==> config.mk <==
export PLATFORM = sky130hd
export DESIGN_NAME = sign_mag_sub_flat
export DESIGN_NICKNAME = d
export VERILOG_FILES = /design/src/rtl/sign_mag_sub_if.sv /design/src/rtl/sign_mag_sub.sv /design/src/flat_wrapper.sv
export SDC_FILE = /design/constraint.sdc
export NUM_CORES = 1
export LEC_CHECK = 0
export ABC_CLOCK_PERIOD_IN_PS = 3500
export CORE_MARGIN = 2
export CORE_UTILIZATION = 35
export CTS_CLUSTER_SIZE = 8
export DETAILED_ROUTE_END_ITERATION = 6
export GPL_TIMING_DRIVEN = 0
export SYNTH_ARGS = -nofsm -noshare
export SYNTH_HDL_FRONTEND = slang
export SYNTH_SLANG_ARGS = --single-unit
==> constraint.sdc <==
create_clock -name clk -period 3.5 [get_ports clk]
set_clock_uncertainty 0.1 [all_clocks]
set_input_delay 1.05 -clock clk [delete_from_list [all_inputs] [get_ports clk]]
set_output_delay 1.05 -clock clk [all_outputs]
set_load 0.05 [all_outputs]
==> src/rtl/sign_mag_sub_if.sv <==
// Handshake bundle for the bit-serial sign-magnitude subtractor.
// The slave modport is the subtractor side; the master modport is the
// producer/consumer side that feeds operands and drains results.
interface sign_mag_sub_if #(
  parameter int WIDTH = 8
);
  logic             in_valid;
  logic             in_ready;
  logic [WIDTH-1:0] a;
  logic [WIDTH-1:0] b;
  logic             out_valid;
  logic             out_ready;
  logic [WIDTH-1:0] diff;
  logic             overflow;

  modport master (
    output in_valid, a, b, out_ready,
    input  in_ready, out_valid, diff, overflow
  );

  modport slave (
    input  in_valid, a, b, out_ready,
    output in_ready, out_valid, diff, overflow
  );
endinterface

==> src/rtl/sign_mag_sub.sv <==
// Bit-serial sign-magnitude subtractor: diff = a - b.
// One magnitude bit is processed per clock, LSB first. When |a| < |b| in
// subtract mode the raw result is the two's complement of the wanted
// magnitude, so a second serial pass (FIX) negates it.
// Optional feature macro: SIGN_MAG_SUB_NEG_ZERO_CLR_EN forces the sign of a
// zero-magnitude result to 0 so -0 is never produced.
module sign_mag_sub #(
  parameter int WIDTH = 8
) (
  input  logic            clk,
  input  logic            rst_n,
  sign_mag_sub_if.slave   bus
);

  localparam int M  = WIDTH - 1;
  localparam int CW = $clog2(WIDTH);

  typedef enum logic [1:0] {
    IDLE = 2'd0,
    CALC = 2'd1,
    FIX  = 2'd2,
    DONE = 2'd3
  } state_t;

  state_t state, state_nxt;

  // Operand magnitudes shift right so bit 0 is always the current bit.
  logic [M-1:0]  a_sh;
  logic [M-1:0]  b_sh;
  logic [M-1:0]  res;
  logic          a_sign;
  logic          esb;
  logic          sub_mode;
  logic          cb;         // carry (add mode) or borrow (sub mode)
  logic          seen_one;   // FIX: a 1 has already passed through
  logic [CW-1:0] cnt;

  logic [WIDTH-1:0] diff_q;
  logic             ovf_q;

  logic          accept;
  logic          last_bit;
  logic          r;
  logic          cb_nxt;
  logic          fix_bit;
  logic [M-1:0]  calc_mag;
  logic [M-1:0]  fix_mag;
  logic          calc_sign;
  logic          fix_sign;

  assign bus.in_ready  = (state == IDLE);
  assign bus.out_valid = (state == DONE);
  assign bus.diff      = diff_q;
  assign bus.overflow  = ovf_q;

  assign accept   = bus.in_valid && (state == IDLE);
  assign last_bit = (cnt == CW'(M - 1));

  // Per-bit arithmetic, negation step and final sign selection.
  always_comb begin
    // NOTE: every signal written here gets a default first, so no path
    // leaves it unassigned and no latch is inferred.
    r         = a_sh[0] ^ b_sh[0] ^ cb;
    cb_nxt    = 1'b0;
    fix_bit   = seen_one ? ~res[0] : res[0];
    calc_mag  = {r, res[M-1:1]};
    fix_mag   = {fix_bit, res[M-1:1]};
    calc_sign = a_sign;
    fix_sign  = esb;
    if (sub_mode) begin
      cb_nxt = (~a_sh[0] & b_sh[0]) | (~(a_sh[0] ^ b_sh[0]) & cb);
    end else begin
      cb_nxt = (a_sh[0] & b_sh[0]) | (a_sh[0] & cb) | (b_sh[0] & cb);
    end
`ifdef SIGN_MAG_SUB_NEG_ZERO_CLR_EN
    calc_sign = a_sign & (|calc_mag);
    fix_sign  = esb & (|fix_mag);
`endif
  end

  // State register.
  always_ff @(posedge clk or negedge rst_n) begin
    // NOTE: sequential state uses non-blocking assignments so every
    // register samples pre-edge values regardless of statement order.
    if (!rst_n) state <= IDLE;
    else        state <= state_nxt;
  end

  // Next-state logic.
  always_comb begin
    state_nxt = state;
    unique case (state)
      IDLE: if (accept) state_nxt = CALC;
      CALC: if (last_bit) state_nxt = (sub_mode && cb_nxt) ? FIX : DONE;
      FIX:  if (last_bit) state_nxt = DONE;
      DONE: if (bus.out_ready) state_nxt = IDLE;
      default: state_nxt = IDLE;
    endcase
  end

  // Datapath: operand capture, serial add/sub, serial negation, result load.
  always_ff @(posedge clk or negedge rst_n) begin
    if (!rst_n) begin
      a_sh     <= '0;
      b_sh     <= '0;
      res      <= '0;
      a_sign   <= 1'b0;
      esb      <= 1'b0;
      sub_mode <= 1'b0;
      cb       <= 1'b0;
      seen_one <= 1'b0;
      cnt      <= '0;
      diff_q   <= '0;
      ovf_q    <= 1'b0;
    end else begin
      unique case (state)
        IDLE: begin
          if (accept) begin
            a_sh     <= bus.a[M-1:0];
            b_sh     <= bus.b[M-1:0];
            a_sign   <= bus.a[WIDTH-1];
            esb      <= ~bus.b[WIDTH-1];
            sub_mode <= (bus.a[WIDTH-1] != ~bus.b[WIDTH-1]);
            res      <= '0;
            cb       <= 1'b0;
            seen_one <= 1'b0;
            cnt      <= '0;
          end
        end
        CALC: begin
          a_sh <= a_sh >> 1;
          b_sh <= b_sh >> 1;
          res  <= calc_mag;
          cb   <= cb_nxt;
          if (last_bit) begin
            cnt <= '0;
            // Borrow-out means the register holds |b|-|a| in two's
            // complement; the output waits until FIX has negated it.
            if (!(sub_mode && cb_nxt)) begin
              diff_q <= {calc_sign, calc_mag};
              ovf_q  <= sub_mode ? 1'b0 : cb_nxt;
            end
          end else begin
            cnt <= cnt + CW'(1);
          end
        end
        FIX: begin
          res      <= fix_mag;
          seen_one <= seen_one | res[0];
          if (last_bit) begin
            cnt    <= '0;
            diff_q <= {fix_sign, fix_mag};
            ovf_q  <= 1'b0;
          end else begin
            cnt <= cnt + CW'(1);
          end
        end
        DONE: begin
          // Outputs held; nothing to update.
        end
        default: begin
        end
      endcase
    end
  end

endmodule

==> src/flat_wrapper.sv <==
// flat-port wrapper written by rule: the top's interface ports become plain ports
module sign_mag_sub_flat 
#(
  parameter int WIDTH = 8
)
  (clk, rst_n, bus_in_valid, bus_a, bus_b, bus_out_ready, bus_in_ready, bus_out_valid, bus_diff, bus_overflow);
  sign_mag_sub_if #(.WIDTH(WIDTH)) bus_i ();
  input  logic clk;
  input  logic rst_n;
  input wire logic [$bits(bus_i.in_valid)-1:0] bus_in_valid;
  input wire logic [$bits(bus_i.a)-1:0] bus_a;
  input wire logic [$bits(bus_i.b)-1:0] bus_b;
  input wire logic [$bits(bus_i.out_ready)-1:0] bus_out_ready;
  output wire logic [$bits(bus_i.in_ready)-1:0] bus_in_ready;
  output wire logic [$bits(bus_i.out_valid)-1:0] bus_out_valid;
  output wire logic [$bits(bus_i.diff)-1:0] bus_diff;
  output wire logic [$bits(bus_i.overflow)-1:0] bus_overflow;
  assign bus_i.in_valid = bus_in_valid;
  assign bus_i.a = bus_a;
  assign bus_i.b = bus_b;
  assign bus_i.out_ready = bus_out_ready;
  assign bus_in_ready = bus_i.in_ready;
  assign bus_out_valid = bus_i.out_valid;
  assign bus_diff = bus_i.diff;
  assign bus_overflow = bus_i.overflow;
  sign_mag_sub #(.WIDTH(WIDTH)) u_core (.clk(clk), .rst_n(rst_n), .bus(bus_i));
endmodule
==> results of run 1 <==
==> state kept, by name (all words and copies together) (netlist names) <==
name and flops:
u_core.sub_mode 1, u_core.esb 1, u_core.res 7, u_core.bus.diff 8, u_core.cnt 3, u_core.seen_one 1
u_core.b_sh 7, u_core.a_sign 1, u_core.state 2, u_core.a_sh 7, u_core.bus.overflow 1, u_core.cb 1
==> metrics by stage <==
stage / power (W) / util, % / setup slack [ns] / cell area [µm²]
final: 0.002061 / 45.18 / 0.5092 / 2457
after floorplan: 0.001460 / - / 1.252 / 1944
after detailed placement: 0.001719 / 43.20 / 0.6184 / 2350
after global placement: 0.001704 / 42.93 / 0.2115 / 2335
after global routing: 0.002230 / 45.18 / 0.4278 / 2457
after CTS: 0.002091 / 45.18 / 0.4861 / 2457
==> tightest hold or removal path: stages (launching register included) <==
cell     delay [ns]
dfrtp_1        0.35
nand2_1        0.05
o21ai_0        0.06
==> cell families after synthesis <==
kind of cell / after synthesis / synth area share (%)
mux: 27 / 14.74
simple gates: 40 / 11.39
buf+inv: 12 / 2.767
xor+xnor: 1 / 0.4505
flops: 40 / 51.48
fa+ha+maj: 8 / 5.920
compound gates: 38 / 13.26
==> layer usage <==
layer  part of all wire, %  global-route usage, %  up-vias
met5                     0                      0        -
met4                   1.2                  4.737        0
met3                   4.7                  3.448        5
met2                    45                  20.60       32
met1                    49                  16.36      658
li1                      -                      -      669
==> layout make-up <==
| cell class | count | area [µm²] |
|---|---|---|
| fill | 531 | 2982 |
| timing repair buffer | 31 | 315.3 |
| tap | 72 | 90.09 |
| clock inverter | 2 | 35.03 |
| inverter | 7 | 26.28 |
| multi-input combinational | 114 | 889.6 |
| sequential | 40 | 1001 |
| clock buffer | 6 | 72.57 |
| buffer | 5 | 27.53 |
==> layout by cell type (no fill, tap or decap), types with 2 or more instances in the layout <==
master	Yosys	layout
ha_1	6	6
clkbuf_8	0	5
nor2b_1	3	3
a22o_1	9	9
fa_1	2	2
mux2_2	13	13
a32o_1	2	2
o31ai_1	2	2
clkdlybuf4s50_1	0	29
clkbuf_1	3	4
buf_2	1	2
dfrtp_1	40	40
nand2_1	21	21
inv_1	7	7
a31oi_1	2	2
nand2b_1	6	6
mux2i_1	14	14
o21ai_0	18	18
==> synthesized netlist by cell type <==
library cell	count	share of area [%]
dfrtp_1	40	51
nand2_1	21	4.1
o21ai_0	18	4.6
mux2i_1	14	7.2
mux2_2	13	7.5
a22o_1	9	4.1
inv_1	7	1.4
ha_1	6	3.9
nand2b_1	6	1.9
clkbuf_1	3	0.58
nor2b_1	3	0.97
a31oi_1	2	0.64
a32o_1	2	1.0
fa_1	2	2.1
o31ai_1	2	0.77
a211o_1	1	0.45
a22oi_1	1	0.39
a2bb2oi_1	1	0.45
and3_1	1	0.32
and3b_1	1	0.45
buf_2	1	0.26
buf_6	1	0.58
nand3_1	1	0.26
nor2_1	1	0.19
nor2_2	1	0.32
nor3_1	1	0.26
nor4_4	1	1.1
nor4b_2	1	0.77
o2111ai_1	1	0.45
o211ai_1	1	0.39
or2_2	1	0.32
or3b_2	1	0.45
xor2_1	1	0.45
==> power by group through the flow <==
stage	logic, W	clock network (W)	registers [W]
6_report	0.000963	0.000367	0.000730
2_1_floorplan	0.000678	0	0.000782
4_1_cts	0.000980	0.000380	0.000732
3_5_place_dp	0.000980	0	0.000739
5_1_grt	0.00108	0.000395	0.000754
3_3_place_gp	0.000967	0	0.000736
==> path summary, 6_finish.rpt <==
check / startpoint / end / slack [ns]
max: u_core.state[0] / bus_in_ready / 0.51
min: u_core.a_sh[1] / u_core.a_sh[1] / 0.38
max reg2reg: u_core.cb / u_core.bus.diff[0] / 1.19
min reg2reg: u_core.a_sh[1] / u_core.a_sh[1] / 0.38
max in group asynchronous: rst_n / u_core.bus.diff[7] / 2.24
min in group asynchronous: rst_n / u_core.state[1] / 0.59
==> results.md, run 1 <==
* Critical Path Fanout Max at 5
* Clk sink count at 40
* Ys Warns at 0
* Synth cell types at 33
* Synthesized flop and latch total at 40
* Switching power at just over 0.0008 W
* GRT Resource Usage Total at roughly an eighth
* DRC errors left at 0
* Fin. max-slew vios at 0
* Rows at 27
* GRT overflow at 0
* Largest stage delay, worst path at roughly 0.8 ns
* R2R cell count at 4
* Final setup vio count at 0
* Syn_nets at 194
* Rel. slew slack at around 57%
* Vias per cell at around 4.9
* Placed cells at about 270
* Internal power at between 0.001 and 0.0015 W
* Vias at 1364
* CP bufs+invs at 2
* CP Class: reg2out
* Gp weighted congestion at roughly 0.73
* I/O pin count at 31
* Initial antenna violation count at 0
* Critical Path Start Type: register
* Hold path depth at 2
* Sequential cell area fraction in the yosys report at 51.48%
* Maximum buffer depth of the clock tree at 2
* Die area at between 6000 and 7000 µm²
* Clock power frac at 17.8%
* CP arrival at around 1.8 ns
* Routed len/inst at 12.80 µm
* Clock transition at the registers of the reported paths at approximately 0.080 ns
* Maximum VDD drop at approximately 0.4 mV
* Max-capacitance violation count at 0
* Combinational fraction of design power at 46.8%
* Switch share at just under 40%
* # Post-CTS Setup Buffers at 0
* Final HPWL DP at ~2600 µm
* Area of the core at roughly 5400 µm²
* Post-cts resize count at 0
* Total CTS buffers at 5
* Register share of total power at between 30% and 40%
* RSZ-0062 raised after global routing: false
* Final hold slack at 0.3827 ns
* Final hold vios at 0
* Final Critical Period at around 3 ns
* Initial DRC Count at 33
* CTS Hold Buffers Added at 0
* Clock root buffer master: clkbuf_8
* Post-Synthesis Cells at approximately 170
* CP endpoint kind: output port
* Chip width at between 70 and 80 µm
* Crit-path leading delay family: buffers and inverters
* Cell count along the critical path at 3
* P per Cell Area at approximately 840 nW/µm²
* Share of cells above drive strength 1 at 14.15%
* Vias in the first global route at between 1000 and 1500
* Layout area overhead at 26.38%
* First-pass GRT wire length at approximately 6200 µm
* Max Freq at roughly 0.33 GHz
* Antenna Cells at 0
* DR pass1 iterations at 4
* Drt total wl at about 3500 µm
* Mapped Area at about 1900 µm²
* Final nets at roughly 230
* Input/output buffers at 30
* Sum Neg Setup Slack at 0 ns
* Largest net degree at the start of global routing at 25
* H-tree levels at 2
* Hold Crit Class: reg2reg
* Critical-path top delay cell: clkdlybuf4s50_1
* CP required at about 2.4 ns
* Pleak at ~1.1 nW
* Detail Route Antenna Nets at 0
* Final worst-path cycle share at a little under nine tenths
* Worst Tran Pin Value at roughly 0.64 ns
* Starting Density at between 30% and 40%
* Die Ht at between 70 and 80 µm
* CTS tree: yes
* Critical path cell sequence: inv_1 > ha_1 > clkdlybuf4s50_1
* Status: complete, no violations
* Clk_lat worst skew at approximately 0.29 ns
* Post-Layout Cell Count at 277
* Syn avg cell area at 11.71 µm²
(Power assumes the default switching activity.)
==> run 2: changes to the inputs <==
- CORE_MARGIN: 2 -> 3
==> results.md, run 2 (synthesized netlist as in run 1, its figures left out) <==
* Status: complete, no violations
* Chip width at 80.54 µm (+2.5%)
* Max-capacitance violation count at 0 (unchanged)
* Detail Route Antenna Nets at 0 (unchanged)
* CP required at 2.35 ns (about the same)
* Final hold vios at 0 (unchanged)
* Sum Neg Setup Slack at 0 ns (unchanged)
* Fin. max-slew vios at 0 (unchanged)
* Commonest non-fill, non-tap cells in the layout: 40 x dfrtp_1, 29 x clkdlybuf4s50_1, 21 x nand2_1, 18 x o21ai_0, 14 x mux2i_1
* Input/output buffers at 30 (unchanged)
* Largest net degree at the start of global routing at 26 (+4.0%)
* Final nets at 232 (unchanged)
* Max Freq at 0.3357 GHz (+0.39%)
* Multi-input logic area at 889.6 µm² (unchanged)
* CTS Hold Buffers Added at 0 (unchanged)
* Placed cells at 267 (-0.74%)
* CP Class: reg2out
* Final Critical Period at 2.979 ns (-0.01163 ns)
* Vias in the first global route at 1350 (-0.88%)
* Maximum VDD drop at 0.4285 mV (+9.2%)
* CTS tree: yes
* Post-Layout Cell Count at 274 (-1.1%)
* Fillers at 496 (-6.6%)
* Clk sink count at 40 (unchanged)
* Maximum buffer depth of the clock tree at 2 (unchanged)
* I/O pin count at 31 (unchanged)
* Rows at 26 (-3.7%)
* H-tree levels at 2 (unchanged)
* Drt total wl at 3568 µm (+0.62%)
* Layout area overhead at 24.71%
* Initial antenna violation count at 0 (unchanged)
* Worst Tran Pin Value at 0.6437 ns (-0.0009248 ns)
* Area of the core at 5238 µm² (-3.7%)
* Total CTS buffers at 5 (unchanged)
* Largest stage delay, worst path at 0.84 ns (+0.03 ns)
* First-pass GRT wire length at 6223 µm (+0.55%)
* Starting Density at 37.12% (+1.4 points)
* Sequential cell area at 1001 µm² (unchanged)
* GRT Resource Usage Total at 12.39% (-0.37 points)
* RSZ-0062 raised after global routing: false
* Final worst-path cycle share at 85.12% (-0.33 points)
* Critical Path Start Type: register
* Vias per cell at 4.927 (about the same)
* Commonest non-fill, non-tap cell in the layout: dfrtp_1
* CP endpoint kind: output port
* Vias at 1350 (-1.0%)
* Clock root buffer master: clkbuf_8
* Die Ht at 80.54 µm (+2.5%)
* Clk_lat worst skew at 0.28 ns (about the same)
* DR pass1 iterations at 4 (unchanged)
* Pleak at 1.090 nW (-1.3%)
* Number of flip-flops under the largest register name at 8 (unchanged)
* GRT overflow at 0 (unchanged)
* Hold Crit Class: reg2reg
* Critical path cell sequence: ha_1 > clkdlybuf4s50_1
* Final HPWL DP at 2701 µm (+2.4%)
* Critical-path top delay cell: clkdlybuf4s50_1
* Post-cts resize count at 0 (unchanged)
* Final setup vio count at 0 (unchanged)
* P per Cell Area at 815.4 nW/µm² (-2.8%)
* DRC errors left at 0 (unchanged)
* Critical Path Fanout Max at 5 (unchanged)
* Share of cells above drive strength 1 at 13.73% (-0.42 points)
* Antenna Cells at 0 (unchanged)
* # Post-CTS Setup Buffers at 0 (unchanged)
* Die area at 6486 µm² (+5.2%)
* CP arrival at 1.83 ns (about the same)
* Gp weighted congestion at 0.7243 (-0.81%)
* Rel. slew slack at 56.76% (+0.062 points)
* Routed len/inst at 13.02 µm (+1.7%)
* Initial DRC Count at 71 (+120%)
* Clock transition at the registers of the reported paths at 0.07 ns (about the same)
-- run 2: cell type report --
| class | instances | share of cell area [%] |
|---|---|---|
| multi-input combinational | 114 | 36.69 |
| sequential | 40 | 41.28 |
| buffer | 5 | 1.135 |
| timing repair buffer | 31 | 13.00 |
| clock buffer | 6 | 2.993 |
| tap | 70 | 3.612 |
| inverter | 7 | 1.084 |
| clock inverter | 1 | 0.2064 |
-- run 2: path summary, 6_finish.rpt --
kind / slack, ns / end / cells after the start / startpoint
worst min register to register: 0.38 / u_core.esb / 2 / u_core.esb
worst max-delay path: 0.52 / bus_out_valid / 2 / u_core.state[1]
max in group asynchronous: 2.26 / u_core.a_sh[0] / 2 / rst_n
worst max register to register: 1.21 / u_core.bus.diff[3] / 4 / u_core.cb
worst min-delay path: 0.38 / u_core.esb / 2 / u_core.esb
min in group asynchronous: 0.58 / u_core.state[1] / 1 / rst_n
-- run 2: layer usage --
metal  share of wire (%)  track usage, %  vias to the layer above
met5                   0               0                        -
met4                 1.0           4.054                        0
met3                 5.3           3.812                        6
met2                  46           20.12                       28
met1                  47           15.65                      647
li1                    -               -                      669
-- run 2: critical path: cells and delay by family, from the launching register on --
kind,cells,cell delay (ns)
flops,1,0.42
buf+inv,1,0.84
fa+ha+maj,1,0.29
-- run 2: power breakdown --
| part | leakage (nW) | switching [W] | internal (W) | total (W) |
|---|---|---|---|---|
| clock | 0.0410 | 0.000144 | 0.000135 | 0.000280 |
| combinational | 0.525 | 0.000551 | 0.000417 | 0.000968 |
| sequential | 0.524 | 0.000113 | 0.000617 | 0.000730 |
-- run 2: metrics by stage --
step                      total power, W  util (%)  setup WS, ns  area (µm²)  hold slack (ns)
after floorplan                 0.001460         -         1.252        1944           0.3444
after CTS                       0.002010     46.30        0.4955        2425           0.3838
after global placement          0.001702     44.53        0.2112        2332           0.3588
after detailed placement        0.001720     44.82        0.6631        2347           0.3658
final                           0.001977     46.30        0.5209        2425           0.3765
after global routing            0.002154     46.30        0.4277        2425           0.4051
